`config.mk`:
```
export PLATFORM = sky130hd
export DESIGN_NAME = dis_bcd_conv
export DESIGN_NICKNAME = d
export VERILOG_FILES = /design/src/rtl/dis_bcd_conv.sv
export SDC_FILE = /design/constraint.sdc
export NUM_CORES = 1
export LEC_CHECK = 0
export ABC_CLOCK_PERIOD_IN_PS = 4200
export BUFFER_PORTS_ARGS = -buffer_cell sky130_fd_sc_hd__buf_2
export CAP_MARGIN = 15
export CORE_MARGIN = 1.5
export CORE_UTILIZATION = 33
export DETAILED_ROUTE_END_ITERATION = 8
export PLACE_DENSITY_LB_ADDON = 0.3
export SLEW_MARGIN = 40
export SYNTH_ARGS = -nofsm -noshare
export SYNTH_HDL_FRONTEND = slang
export SYNTH_SLANG_ARGS = --single-unit
```
`constraint.sdc`:
```
create_clock -name clk -period 4.2 [get_ports clk]
set_input_delay 0.21 -clock clk [delete_from_list [all_inputs] [get_ports clk]]
set_output_delay 0.21 -clock clk [all_outputs]
set_load 0.05 [all_outputs]
```
`src/rtl/dis_bcd_conv.sv`:
```
// -----------------------------------------------------------------------------
// dis_bcd_conv
//
// Sequential binary-to-BCD converter placed between the ultrasonic distance
// measurement stage and the 7-segment display driver. Each accepted sample is
// saturated to MAX_VAL and converted with shift-and-add-3 (double dabble), one
// input bit per clock. The result is held stable for the display until the
// next conversion completes.
//
// Samples arriving while a conversion is running go into a one-deep pending
// register; a later sample overwrites an earlier one. A sample presented on
// the completion (DONE) edge is taken directly as the next conversion.
//
// Optional feature (compile-time macro DIS_BCD_BLANK_EN):
//   defined   : blank_n is registered with bcd_out and blanks leading zero
//               digits (digit 0 is never blanked).
//   undefined : blank_n is tied to all ones; the port is still present.
//
// Ports:
//   clk        in   system clock
//   rst        in   asynchronous, active-high reset
//   din_valid  in   one-cycle strobe: din holds a new sample
//   din        in   [DIN_W]     unsigned binary distance sample
//   bcd_out    out  [4*DIGITS]  packed BCD result, digit 0 in bits [3:0]
//   bcd_valid  out  one-cycle pulse when bcd_out/ovf/blank_n update
//   busy       out  high while a conversion is in progress (state != IDLE)
//   ovf        out  last published result was saturated (input > MAX_VAL)
//   blank_n    out  [DIGITS]    per-digit display enable, active-high
// -----------------------------------------------------------------------------
`timescale 1ns/1ps

module dis_bcd_conv #(
    parameter int DIN_W   = 14,
    parameter int DIGITS  = 4,
    parameter int MAX_VAL = 9999
) (
    input  logic                  clk,
    input  logic                  rst,
    input  logic                  din_valid,
    input  logic [DIN_W-1:0]      din,
    output logic [4*DIGITS-1:0]   bcd_out,
    output logic                  bcd_valid,
    output logic                  busy,
    output logic                  ovf,
    output logic [DIGITS-1:0]     blank_n
);

    localparam int               BCD_W = 4 * DIGITS;
    localparam int               CNT_W = $clog2(DIN_W + 1);
    localparam logic [DIN_W-1:0] MAX_D = DIN_W'(MAX_VAL);
    localparam logic [CNT_W-1:0] CNT_LOAD = CNT_W'(DIN_W);
    localparam logic [CNT_W-1:0] CNT_LAST = CNT_W'(1);

    typedef enum logic [1:0] {
        IDLE,
        SHIFT,
        DONE
    } state_t;

    // -------------------------------------------------------------------------
    // State
    // -------------------------------------------------------------------------
    state_t             state_q,     state_d;
    logic [DIN_W-1:0]   bin_q,       bin_d;       // binary bits still to shift out
    logic [BCD_W-1:0]   scratch_q,   scratch_d;   // BCD digits under construction
    logic [CNT_W-1:0]   cnt_q,       cnt_d;       // shifts remaining
    logic               ovf_next_q,  ovf_next_d;  // saturation flag of the sample in flight
    logic               pending_q,   pending_d;
    logic [DIN_W-1:0]   pend_din_q,  pend_din_d;
    logic [BCD_W-1:0]   bcd_q,       bcd_d;
    logic               bcd_valid_q, bcd_valid_d;
    logic               ovf_q,       ovf_d;

    // Loader shared by IDLE (fresh sample) and DONE (back-to-back sample).
    logic               load_en;
    logic [DIN_W-1:0]   load_raw;
    logic [DIN_W-1:0]   load_sat;
    logic [BCD_W-1:0]   scratch_adj;

    // -------------------------------------------------------------------------
    // Next-state / datapath
    // -------------------------------------------------------------------------
    // NOTE: every signal written here gets a default first, so no path through
    // the case statement can leave one unassigned and infer a latch.
    always_comb begin
        state_d     = state_q;
        bin_d       = bin_q;
        scratch_d   = scratch_q;
        cnt_d       = cnt_q;
        ovf_next_d  = ovf_next_q;
        pending_d   = pending_q;
        pend_din_d  = pend_din_q;
        bcd_d       = bcd_q;
        bcd_valid_d = 1'b0;
        ovf_d       = ovf_q;
        load_en     = 1'b0;
        load_raw    = din;
        scratch_adj = scratch_q;

        // Add-3 correction: any digit >= 5 would become >= 10 after doubling,
        // so pre-bias it so the doubled value carries into the next digit.
        for (int i = 0; i < DIGITS; i++) begin
            if (scratch_q[4*i +: 4] >= 4'd5) begin
                scratch_adj[4*i +: 4] = scratch_q[4*i +: 4] + 4'd3;
            end
        end

        case (state_q)
            IDLE: begin
                if (din_valid) begin
                    load_en  = 1'b1;
                    load_raw = din;
                end
            end

            SHIFT: begin
                scratch_d = {scratch_adj[BCD_W-2:0], bin_q[DIN_W-1]};
                bin_d     = {bin_q[DIN_W-2:0], 1'b0};
                cnt_d     = cnt_q - 1'b1;
                if (cnt_q == CNT_LAST) begin
                    state_d = DONE;
                end
                if (din_valid) begin
                    pend_din_d = din;
                    pending_d  = 1'b1;
                end
            end

            DONE: begin
                bcd_d       = scratch_q;
                ovf_d       = ovf_next_q;
                bcd_valid_d = 1'b1;
                pending_d   = 1'b0;
                state_d     = IDLE;
                // A sample on this very edge is newer than anything pending.
                if (din_valid) begin
                    load_en  = 1'b1;
                    load_raw = din;
                end else if (pending_q) begin
                    load_en  = 1'b1;
                    load_raw = pend_din_q;
                end
            end

            default: begin
                state_d = IDLE;
            end
        endcase

        // Saturation keeps every digit <= 9, so the scratch never overflows.
        load_sat = (load_raw > MAX_D) ? MAX_D : load_raw;

        if (load_en) begin
            bin_d      = load_sat;
            scratch_d  = '0;
            ovf_next_d = (load_raw > MAX_D);
            cnt_d      = CNT_LOAD;
            state_d    = SHIFT;
        end
    end

    // -------------------------------------------------------------------------
    // Registers
    // -------------------------------------------------------------------------
    // NOTE: sequential state uses non-blocking assignments so every flop
    // samples its _d value from before the edge, independent of block order.
    always_ff @(posedge clk or posedge rst) begin
        if (rst) begin
            state_q     <= IDLE;
            bin_q       <= '0;
            scratch_q   <= '0;
            cnt_q       <= '0;
            ovf_next_q  <= 1'b0;
            pending_q   <= 1'b0;
            pend_din_q  <= '0;
            bcd_q       <= '0;
            bcd_valid_q <= 1'b0;
            ovf_q       <= 1'b0;
        end else begin
            state_q     <= state_d;
            bin_q       <= bin_d;
            scratch_q   <= scratch_d;
            cnt_q       <= cnt_d;
            ovf_next_q  <= ovf_next_d;
            pending_q   <= pending_d;
            pend_din_q  <= pend_din_d;
            bcd_q       <= bcd_d;
            bcd_valid_q <= bcd_valid_d;
            ovf_q       <= ovf_d;
        end
    end

    assign bcd_out   = bcd_q;
    assign bcd_valid = bcd_valid_q;
    assign ovf       = ovf_q;
    assign busy      = (state_q != IDLE);

    // -------------------------------------------------------------------------
    // Leading-zero blanking
    // -------------------------------------------------------------------------
`ifdef DIS_BCD_BLANK_EN
    localparam logic [DIGITS-1:0] BLANK_RST = DIGITS'(1);

    logic [DIGITS-1:0] blank_calc;
    logic [DIGITS-1:0] blank_q, blank_d;

    // Digit i is lit when it or any more significant digit is non-zero.
    always_comb begin
        blank_calc    = '0;
        blank_calc[0] = 1'b1;
        for (int i = 1; i < DIGITS; i++) begin
            blank_calc[i] = |(scratch_q >> (4 * i));
        end
        blank_d = (state_q == DONE) ? blank_calc : blank_q;
    end

    always_ff @(posedge clk or posedge rst) begin
        if (rst) begin
            blank_q <= BLANK_RST;
        end else begin
            blank_q <= blank_d;
        end
    end

    assign blank_n = blank_q;
`else
    assign blank_n = '1;
`endif

endmodule

```
* Yosys cells after proc, flatten, opt, wreduce, memory -nomap -nowiden
Cells that the tools add are included.
Word-level totals: input port bits 17, flip-flop bits (word level) 70
Operators by class: $lt $le $gt $ge 5, multiplexer cells 24, equal/unequal tests 6, add/sub/neg operators 5, reduce and logical (&&, ||, !) cells 7
Operators with widths (number):
- $mux 14 | 6
- $mux 16 | 2
- $mux 4 | 5
- $ge 4x3->1 const B | 4
- $gt 14x14->1 const B | 1
- $add 4x2->4 const B | 3
- $reduce_and 2->1 | 3
- $reduce_bool 2->1 | 3
- $mux 1 | 5
- $eq 4x1->1 const B | 1
- $mux 2 | 2
- $ne 2x2->1 const B | 2
- $pmux 1 s2 | 2
- $pmux 2 s2 | 1
- $sub 4x1->4 const B | 1
- $add 3x2->3 const B | 1
- $mux 3 | 1
- $ne 3x3->1 const B | 1
- $eq 2x1->1 const B | 1
- $eq 2x2->1 const B | 1
- $logic_not 2->1 | 1

* Longest topological paths before layout
Gate-level depths: netlist of run 1.
depth in word-level cells 6, mapped depth 6, gate-level depth less buffers 6

* Worst setup path after synthesis of run 1
Ideal clock, no wire load.
kind reg-to-reg, start register scratch_q[0], end register scratch_q[2], slack 2.714 ns, clock period less this slack 1.486 ns, cell stages (with the launch flop) 7, arrival time 1.403 ns, library setup time 0.083 ns, path buffers 0, cell sequence dfrtp_1 -> inv_1 -> ha_1 -> nand2b_1 -> a21oi_1 -> mux2_1 -> o22ai_1
On the way: cells in the longest elaborated chain, start to end 4, elaborated cells between the ends (all ways) 5
Ends and longest elaborated chain:
- from (decl) | RTL line 65 | logic [BCD_W-1:0] scratch_q, scratch_d;
- from (signal assigned) | RTL line 182 | scratch_q <= scratch_d;
- $add 4x2->4 or $ge 4x3->1 (tied branches) | RTL line 104, 103
- $mux 4 (*) | RTL line 103 | if (scratch_q[4*i +: 4] >= 4'd5) begin
- $mux 16 (*) | RTL line 108 | case (state_q)
- $mux 16 (*) | RTL line 153 | if (load_en) begin
Every way passes the cells marked *; elsewhere a longest branch is shown, timed or not. The select of a mux whose other input is x is not followed. A chain may end at the register's enable or synchronous reset.

* Worst setup path in the final report of run 1
start register state_q[0], end register bin_q[0]
On the way: cells in the longest elaborated chain, start to end 5, elaborated cells between the ends (all ways) 9
Ends and longest elaborated chain:
- from (decl) | RTL line 63 | state_t state_q, state_d;
- from (signal assigned) | RTL line 180 | state_q <= state_d;
- $eq 2x2->1 | RTL line 108
- $mux 14
- $gt 14x14->1 | RTL line 151 | load_sat = (load_raw > MAX_D) ? MAX_D : load_raw;
- $mux 14 | RTL line 151
- $mux 14 | RTL line 153
- to (signal assigned) | RTL line 181 | bin_q <= bin_d;
- to (decl) | RTL line 64 | logic [DIN_W-1:0] bin_q, bin_d;
Parallel ways exist; a longest one is shown, timed or not.

==> out/results.ini, run 1 <==
[timing]
worst_slew_pin_slew_ps = 804
finalCritPeriodShare = 0.430
finClkSkew_ps = 7.93
fin_tns_setup_ps = 0
fin_crit_ps = 1810
relSlewSlack = 0.464
fmax_mhz = 554
hold_viol = 0
setup_violations = 0
rsz0062_at_grt = no
slew_viol_final = 0

[layout]
antenna_cells = 0
design_area_mm2 = 0.00387
drive_gt1_frac = 0.226
final_nets = 372
area_growth_syn_to_layout_pct = 13.7
n_fill_cell = 1034

[cts]
worstSkewPairLatency_ps = 340
clock-root-buffer = clkbuf_8
clock-sinks = 70
cts_buffers = 9
cts_resized = 0
cts.reportedPaths.clkPinSlew_ps = 70
h-tree-depth = 3
cts_setup_buffers = 0
cts.path.max_buffers = 2
cts_tree = done

[critical_path]
critPathRequiredTime_ps = 4400
cp-start-kind = flip-flop
rr_endpoint = bin_q[0]$_DFFE_PP0P_
worstSetupEndpointType = flip-flop
reg2reg_depth = 4
r2r_start = state_q[0]$_DFFE_PP0P_
crit_end = bin_q[0]$_DFFE_PP0P_
crit_start = state_q[0]$_DFFE_PP0P_
path_class = flip-flop to flip-flop
critPathArrivalTime_ps = 2010
r2r_slack_ps = 2390
path_max_fanout = 23

[pwr]
total_power_uw = 2840
power.leakage_uw = 0.00174
power.density_mw_per_mm2 = 733
ir_drop_uv = 274

[global_route]
gr-total-overflow = 0
grt_pass1_wl_um = 11200
grt_max_degree = 51
antenna_found_initial = 0
grt_use_total = 0.128
grt_pass1_vias = 2300

[outcome]
outcome = finished clean

[synth]
syn-instance-count = 313
synthArstFlopShare = 1.00
synth_commonest_cells = 70 x dfrtp_1, 43 x nand2_1, 24 x o21ai_0, 17 x mux2_2, 15 x mux2_1
synth_most_common_cell = dfrtp_1
ys_types = 40
ys_warn_count = 0
netlist_area_mm2 = 0.00341
synth_area_per_cell_um2 = 10.9
synth_flop_cell = dfrtp_1
yosys-top-cells-area = dfrtp_1 51%, mux2_2 5.6%, mux2_1 5.0%
ys_ff_latch = 70
synth_edf_count = 0
yosysSeqAreaShare = 0.514
synth_area_leader_cell = dfrtp_1
synth_top_area_frac = 0.514

[floorplan]
rows = 36
die_w_um = 105
start_util = 0.344
die_h_um = 105
die_area_mm2 = 0.0109
coreArea_mm2 = 0.00991
ioPinCount = 40

[worst_hold_path]
min_path_type = input port to flip-flop

[placement]
gp_congestion = 0.724
dpl_cell_area_mm2 = 0.00366
port_buffers = 35
hpwl_um = 4220

[drt]
route.vias.total = 2325
drc = 0
wl_per_cell_um = 13.3
drt_wl_total_um = 6430
drt-initial-drc-count = 68
first_pass_iters = 4
ant_nets = 0
via_per_inst = 4.81

[run]
drv_cap = 0

## worst max-delay path: stages, from the launching register on
cell      delay (ps)
dfrtp_1          430
and4bb_4         530
nor2b_1          130
a32oi_2          420
a31oi_1          150
## final cells by class
cell class              instances  area [um^2]  share of cell area
flip-flops and latches         70         1750               0.452
inverters                      12         47.5              0.0123
well taps                     133          166              0.0430
clock inverters                 4         45.0              0.0116
multi-input cells             212         1490               0.385
repair buffers                 40          215              0.0556
clock buffers                  12          155              0.0401
## sequential cells by signal, summed over array words and instances, names as in the netlist
signal and count:
ovf_next_q 1, state_q 2, pending_q 1, pend_din_q 14
scratch_q 16, ovf 1, bcd_valid 1, cnt_q 4
bcd_out 16, bin_q 14
## report_power, final
group / switching, uW / leakage [uW] / internal [uW] / total (uW)
logic: 726 / 0.000765 / 436 / 1160
registers: 185 / 0.000866 / 950 / 1130
clock network: 239 / 0.000106 / 304 / 543
total: 1150 / 0.00174 / 1690 / 2840
## worst min-delay path by stage
stage               startpoint                   endpoint  cells after the start
finish                  din[2]  pend_din_q[2]$_DFFE_PP0P_                      2
global route            din[2]  pend_din_q[2]$_DFFE_PP0P_                      2
CTS                     din[2]  pend_din_q[2]$_DFFE_PP0P_                      2
detailed placement         rst     bcd_out[3]$_DFFE_PP0N_                      2
global placement        din[3]  pend_din_q[3]$_DFFE_PP0P_                      2
floorplan               din[0]  pend_din_q[0]$_DFFE_PP0P_                      1
## repair_timing
action	4_1_cts	5_1_grt
hold buffers	1	0
endpoints found under the setup margin	0	0
endpoints found under the hold margin	49	0
## kinds of logic after synthesis
logic type	share of synthesized area
buf+inv	0.0536
flops	0.514
simple gates	0.116
xor+xnor	0.0180
other cells	0.00110
fa+ha+maj	0.0367
mux	0.126
compound gates	0.134
## cell usage in the layout, fill, tap and decap left out, types with 3 or more instances in the layout
cell type  Yosys  final
dfrtp_1       70     70
o22ai_1       13     13
o21ai_0       24     24
conb_1         1      4
xnor2_1        5      5
nor2b_1        8      7
nand2b_1       6      4
or3_1          3      3
buf_4          5      4
nand2_1       43     43
nor2_1         4      4
mux2_1        15     15
a211oi_1       6      6
mux2_2        17     17
buf_2         11     35
clkbuf_8       0     11
mux2i_1        7      7
nor4_1         3      3
a32o_1         4      4
a21oi_1        9      9
nand3_1        6      6
ha_1          10     10
inv_1         12     11
a32oi_1        6      6
clkinv_2       0      3
## layer usage
metal,track usage,wire length (um),up-vias
met5,0,0,-
met4,0.0411,88,0
met3,0.0362,302,12
met2,0.194,2850,52
met1,0.176,3190,1096
li1,-,-,1165
## metrics by stage
step	util	worst slack, ps	instances	hold WS, ps
2_1_floorplan	-	2220	316	342
3_3_place_gp	0.369	2290	466	437
3_5_place_dp	0.369	2220	466	351
4_1_cts	0.391	2220	483	76.7
5_1_grt	0.391	2250	483	91.0
6_report	0.391	2390	483	94.5
(Power assumes the default switching activity.)
==> run 2, diff against run 1 <==
- ABC_AREA: not set -> 1
- ABC_CLOCK_PERIOD_IN_PS: 4200 -> 1700
- clock period: 4.2 -> 1.7 ns (I/O delays scaled with it)
==> out/results.ini, run 2 <==
[floorplan]
ioPinCount = 40  ; unchanged
die_area_mm2 = 0.0109  ; -0.14%
rows = 36  ; unchanged
start_util = 0.345  ; +0.00106
die_w_um = 105  ; about the same
die_h_um = 105  ; about the same
coreArea_mm2 = 0.00986  ; -0.45%

[synth]
synth_flop_cell = dfrtp_1
synth_commonest_cells = 86 x nand2_1, 70 x dfrtp_1, 48 x o21ai_0, 39 x inv_1, 31 x nor2_1
netlist_area_mm2 = 0.00340  ; -0.15%
synth_most_common_cell = nand2_1
syn-instance-count = 392  ; +25%
synth_edf_count = 0  ; unchanged
yosys-top-cells-area = dfrtp_1 51%, nand2_1 9.5%, o21ai_0 7.1%
ys_ff_latch = 70  ; unchanged
synthArstFlopShare = 1.00  ; unchanged
ys_types = 35  ; -13%
synth_top_area_frac = 0.515  ; +0.000756
yosysSeqAreaShare = 0.515  ; +0.000756
ys_warn_count = 0  ; unchanged
synth_area_per_cell_um2 = 8.68  ; -20%
synth_area_leader_cell = dfrtp_1

[global_route]
gr-total-overflow = 0  ; unchanged
grt_max_degree = 33  ; -35%
grt_use_total = 0.134  ; +0.00585
grt_pass1_vias = 2489  ; +8.2%
antenna_found_initial = 0  ; unchanged
grt_pass1_wl_um = 11800  ; +5.0%

[timing]
setup_violations = 0  ; unchanged
relSlewSlack = 0.626  ; +0.162
fin_crit_ps = 1630  ; -175 ps
worst_slew_pin_slew_ps = 560  ; -244 ps
finClkSkew_ps = 8.88  ; +0.948 ps
fin_tns_setup_ps = 0  ; unchanged
slew_viol_final = 0  ; unchanged
rsz0062_at_grt = yes
setup_slack_ps = 69.6  ; -2330 ps
fmax_mhz = 613  ; +11%
finalCritPeriodShare = 0.959  ; +0.529
hold_viol = 0  ; unchanged
hold_ws_ps = 30.7  ; -63.8 ps

[cts]
cts.reportedPaths.clkPinSlew_ps = 80  ; about the same
clock-sinks = 70  ; unchanged
cts.path.max_buffers = 2  ; unchanged
cts_tree = done
worstSkewPairLatency_ps = 340  ; about the same
clock-root-buffer = clkbuf_8
h-tree-depth = 3  ; unchanged
cts_buffers = 9  ; unchanged

[placement]
pre_cts_slack_ps = -18.7  ; -2240 ps
hpwl_um = 4700  ; +11%
port_buffers = 35  ; unchanged
gp_congestion = 0.777  ; +7.4%

[layout]
fin_util = 0.423  ; +0.0326
area_growth_syn_to_layout_pct = 22.8
most-common-layout-cells = 83 x nand2_1, 70 x dfrtp_1, 48 x o21ai_0
drive_gt1_frac = 0.234  ; +0.00828
n_fill_cell = 974  ; -5.8%
final_nets = 475  ; +28%
layout_commonest_cell = nand2_1
antenna_cells = 0  ; unchanged

[drt]
route.vias.total = 2689  ; +16%
drt-initial-drc-count = 140  ; +110%
wl_per_cell_um = 11.7  ; -12%
drt_wl_total_um = 6880  ; +7.0%
drc = 0  ; unchanged
first_pass_iters = 4  ; unchanged
ant_nets = 0  ; unchanged
via_per_inst = 4.59  ; -4.7%

[outcome]
outcome = finished clean

[pwr]
power.density_mw_per_mm2 = 1810  ; +150%
ir_drop_uv = 639  ; +130%
power.leakage_uw = 0.00206  ; +19%
total_power_uw = 7550  ; +170%

[worst_hold_path]
min_path_type = input port to flip-flop

[critical_path]
critPathArrivalTime_ps = 1860  ; -150 ps
critPathRequiredTime_ps = 1930  ; -2470 ps
r2r_slack_ps = 70  ; -2330 ps
path_max_fanout = 15  ; -35%
cp-start-kind = flip-flop
worstSetupEndpointType = flip-flop
path_class = flip-flop to flip-flop

[run]
drv_cap = 0  ; unchanged

[run 2: layout make-up]
type	instances	area [um^2]	area share
Clock buffer	9	124	0.0297
Multi-Input combinational cell	265	1470	0.351
Inverter	42	164	0.0392
Clock inverter	7	82.6	0.0198
Sequential cell	70	1750	0.419
Tap cell	133	166	0.0398
Timing Repair Buffer	60	423	0.101
[run 2: metal layers]
layer  up-vias  global-route usage  routed length (um)
li1       1374                   -                   -
met1      1257               0.180                3490
met2        52               0.209                3090
met3         6              0.0343                 235
met4         0              0.0446                  70
met5         -                   0                   0
[run 2: repair_timing]
item / 4_1_cts / 5_1_grt
setup buffers: 0 / 2
pin swaps: 0 / 4
gates resized for setup: 1 / 14
cloned: 0 / 1
hold buffers: 8 / 1
hold endpoints to repair: 26 / 1
setup endpoints to repair: 11 / 14
[run 2: kinds of logic after synthesis]
| group | Yosys count | share of synthesized area |
|---|---|---|
| flip-flops | 70 | 0.515 |
| AND/OR/NAND/NOR | 160 | 0.203 |
| AO/OA/AOI/OAI | 78 | 0.130 |
| XOR/XNOR | 6 | 0.0154 |
| other | 1 | 0.00110 |
| adder cells (fa/ha/maj) | 10 | 0.0368 |
| buffers and inverters | 61 | 0.0787 |
| multiplexers | 6 | 0.0199 |
[run 2: per-stage QoR]
step | std cells | area, um^2
4_1_cts | 582 | 4090
6_report | 586 | 4180
5_1_grt | 586 | 4180
2_1_floorplan | 395 | 3420
3_5_place_dp | 558 | 3790
3_3_place_gp | 558 | 3790
[run 2: where the power goes]
| group | total [uW] | switching (uW) | internal [uW] |
|---|---|---|---|
| clock | 1380 | 681 | 697 |
| sequential | 2780 | 382 | 2390 |
| combinational | 3390 | 2230 | 1170 |
| total | 7550 | 3290 | 4260 |
[run 2: critical path, stage by stage, from the launching register on]
cell and delay [ps]:
dfrtp_1 420, nor2_4 200, nand2_8 120, nand2_1 80, nand2_1 60, nor2_1 100
nand2_1 60, nand2_1 60, nand2_2 90, nand2_4 120, nand3_1 90, nand2_1 70
nand2_1 40
[run 2: worst paths after layout]
path / endpoint / cells past startpoint / startpoint
max: bin_q[10]$_DFFE_PP0P_ / 12 / state_q[0]$_DFFE_PP0P_
min: pend_din_q[1]$_DFFE_PP0P_ / 3 / din[1]
max reg2reg: bin_q[10]$_DFFE_PP0P_ / 12 / state_q[0]$_DFFE_PP0P_
min reg2reg: ovf$_DFFE_PP0N_ / 2 / ovf$_DFFE_PP0N_
max in group asynchronous: bin_q[10]$_DFFE_PP0P_ / 4 / rst
min in group asynchronous: bcd_valid$_DFF_PP0_ / 3 / rst
==> run 3, diff against run 2 <==
- PLACE_DENSITY: not set -> 0.51
- PLACE_DENSITY_LB_ADDON: 0.3 -> not set
- RECOVER_POWER: not set -> 100
==> out/results.ini, run 3 (synthesis results as in run 2) <==
[timing]
fmax_mhz = 623  ; +1.6%
hold_ws_ps = 13.2  ; -17.5 ps
finalCritPeriodShare = 0.944  ; -0.0153
hold_viol = 0  ; unchanged
fin_crit_ps = 1600  ; -26.0 ps
slew_viol_final = 0  ; unchanged
relSlewSlack = 0.361  ; -0.265
worst_slew_pin_slew_ps = 958  ; +398 ps
setup_violations = 0  ; unchanged
rsz0062_at_grt = yes
finClkSkew_ps = 8.34  ; -0.535 ps

[drt]
drt-initial-drc-count = 120  ; -14%
wl_per_cell_um = 12.0  ; +2.3%
ant_nets = 0  ; unchanged
via_per_inst = 4.57  ; -0.36%
route.vias.total = 2748  ; +2.2%
first_pass_iters = 4  ; unchanged
drt_wl_total_um = 7220  ; +4.9%
drc = 0  ; unchanged

[cts]
clock-root-buffer = clkbuf_8
cts_buffers = 9  ; unchanged
clock-sinks = 70  ; unchanged
cts_tree = done
worstSkewPairLatency_ps = 340  ; about the same
cts.reportedPaths.clkPinSlew_ps = 80  ; about the same
h-tree-depth = 3  ; unchanged
cts.path.max_buffers = 2  ; unchanged

[pwr]
power.leakage_uw = 0.00205  ; -0.37%
power.density_mw_per_mm2 = 1810  ; +0.27%
ir_drop_uv = 712  ; +11%
total_power_uw = 7740  ; +2.6%

[floorplan]
start_util = 0.345  ; unchanged
die_h_um = 105  ; unchanged
die_w_um = 105  ; unchanged
die_area_mm2 = 0.0109  ; unchanged
coreArea_mm2 = 0.00986  ; unchanged
ioPinCount = 40  ; unchanged
rows = 36  ; unchanged

[critical_path]
path_max_fanout = 7  ; -8
worstSetupEndpointType = flip-flop
critPathArrivalTime_ps = 1880  ; +20 ps
critPathRequiredTime_ps = 1970  ; +40 ps
cp-start-kind = flip-flop
path_class = flip-flop to flip-flop

[global_route]
grt_use_total = 0.137  ; +0.00335
grt_pass1_vias = 2541  ; +2.1%
grt_max_degree = 71  ; +120%
gr-total-overflow = 0  ; unchanged
grt_pass1_wl_um = 12200  ; +3.5%
antenna_found_initial = 0  ; unchanged

[layout]
design_area_mm2 = 0.00427  ; +2.3%
area_growth_syn_to_layout_pct = 25.6
layout.cells.non_filler = 601  ; +2.6%
final_nets = 490  ; +3.2%
layout_commonest_cell = nand2_1
most-common-layout-cells = 78 x nand2_1, 70 x dfrtp_1, 50 x o21ai_0
antenna_cells = 0  ; unchanged
n_fill_cell = 976  ; +0.21%
fin_util = 0.433  ; +0.00977
drive_gt1_frac = 0.218  ; -0.0160

[placement]
hpwl_um = 4780  ; +1.8%
port_buffers = 35  ; unchanged
gp_congestion = 0.784  ; +0.90%
dpl_cell_area_mm2 = 0.00386  ; +1.8%
dp_cells = 569  ; +2.0%

[run]
drv_cap = 0  ; unchanged

[outcome]
outcome = finished clean

[worst_hold_path]
min_path_type = input port to flip-flop

-- run 3: cell count changes in the layout (fill, tap and decap cells not counted), sizes merged --
| cell | delta |
|---|---|
| clkinvlp | +1 |
| clkbuf | +26 |
| bufinv | +1 |
| dlygate4sd3 | -1 |
| buf | -10 |
| nand2 | +1 |
| inv | -3 |
-- run 3: power breakdown --
group	total (uW)	internal, uW	switching [uW]
Sequential	2770	2390	380
Clock	1510	861	651
Combinational	3460	1210	2250
Total	7740	4460	3280
-- run 3: what timing repair did --
item                                   in CTS  in global routing
pin swaps                                   0                 10
endpoints found under the hold margin      77                  0
cloned                                      0                  2
setup endpoints to repair                  11                 28
hold buffers                                8                  0
resized for setup                           1                 21
buffers inserted                            0                  6
-- run 3: layout make-up --
class                           count  area (um^2)  share of cell area
Sequential cell                    70         1750               0.410
Clock buffer                       10          138              0.0322
Multi-Input combinational cell    266         1480               0.347
Inverter                           42          165              0.0387
Timing Repair Buffer               74          484               0.113
Clock inverter                      6         85.1              0.0199
Tap cell                          133          166              0.0389
-- run 3: worst paths after layout --
kind,slack (ps),endpoint,from,cells after the start
worst max-delay path,100,ovf_next_q$_DFFE_PP0P_,state_q[0]$_DFFE_PP0P_,12
worst min-delay path,10,pend_din_q[1]$_DFFE_PP0P_,din[1],3
worst max register to register,100,ovf_next_q$_DFFE_PP0P_,state_q[0]$_DFFE_PP0P_,12
worst min register to register,480,ovf$_DFFE_PP0N_,ovf$_DFFE_PP0N_,2
max in group asynchronous,460,scratch_q[8]$_DFFE_PP0P_,rst,4
min in group asynchronous,620,cnt_q[2]$_DFFE_PP0P_,rst,4
-- run 3: per-stage QoR --
stage          TNS (ps)  setup WS, ps
2_1_floorplan         0          92.9
3_3_place_gp          0          18.8
3_5_place_dp      -12.4         -6.69
4_1_cts               0          20.6
5_1_grt           -50.9         -16.9
6_report              0          95.6
-- run 3: critical path, stage by stage (launching register included) --
cell and delay (ps):
dfrtp_1 410, nor2_4 110, buf_12 140, buf_6 90, nand3_2 60, nand2_2 70, nand2_1 40, nor2_1 90
nand2_1 70, nand2_2 120, nand2_4 110, buf_6 130, o21ai_2 90
-- run 3: per-layer routing --
layer	wire, um	track usage	part of all wire	vias up
li1	-	-	-	1413
met1	3580	0.185	0.50	1285
met2	3330	0.216	0.46	42
met3	229	0.0324	0.032	8
met4	86	0.0456	0.012	0
met5	0	0	0	-
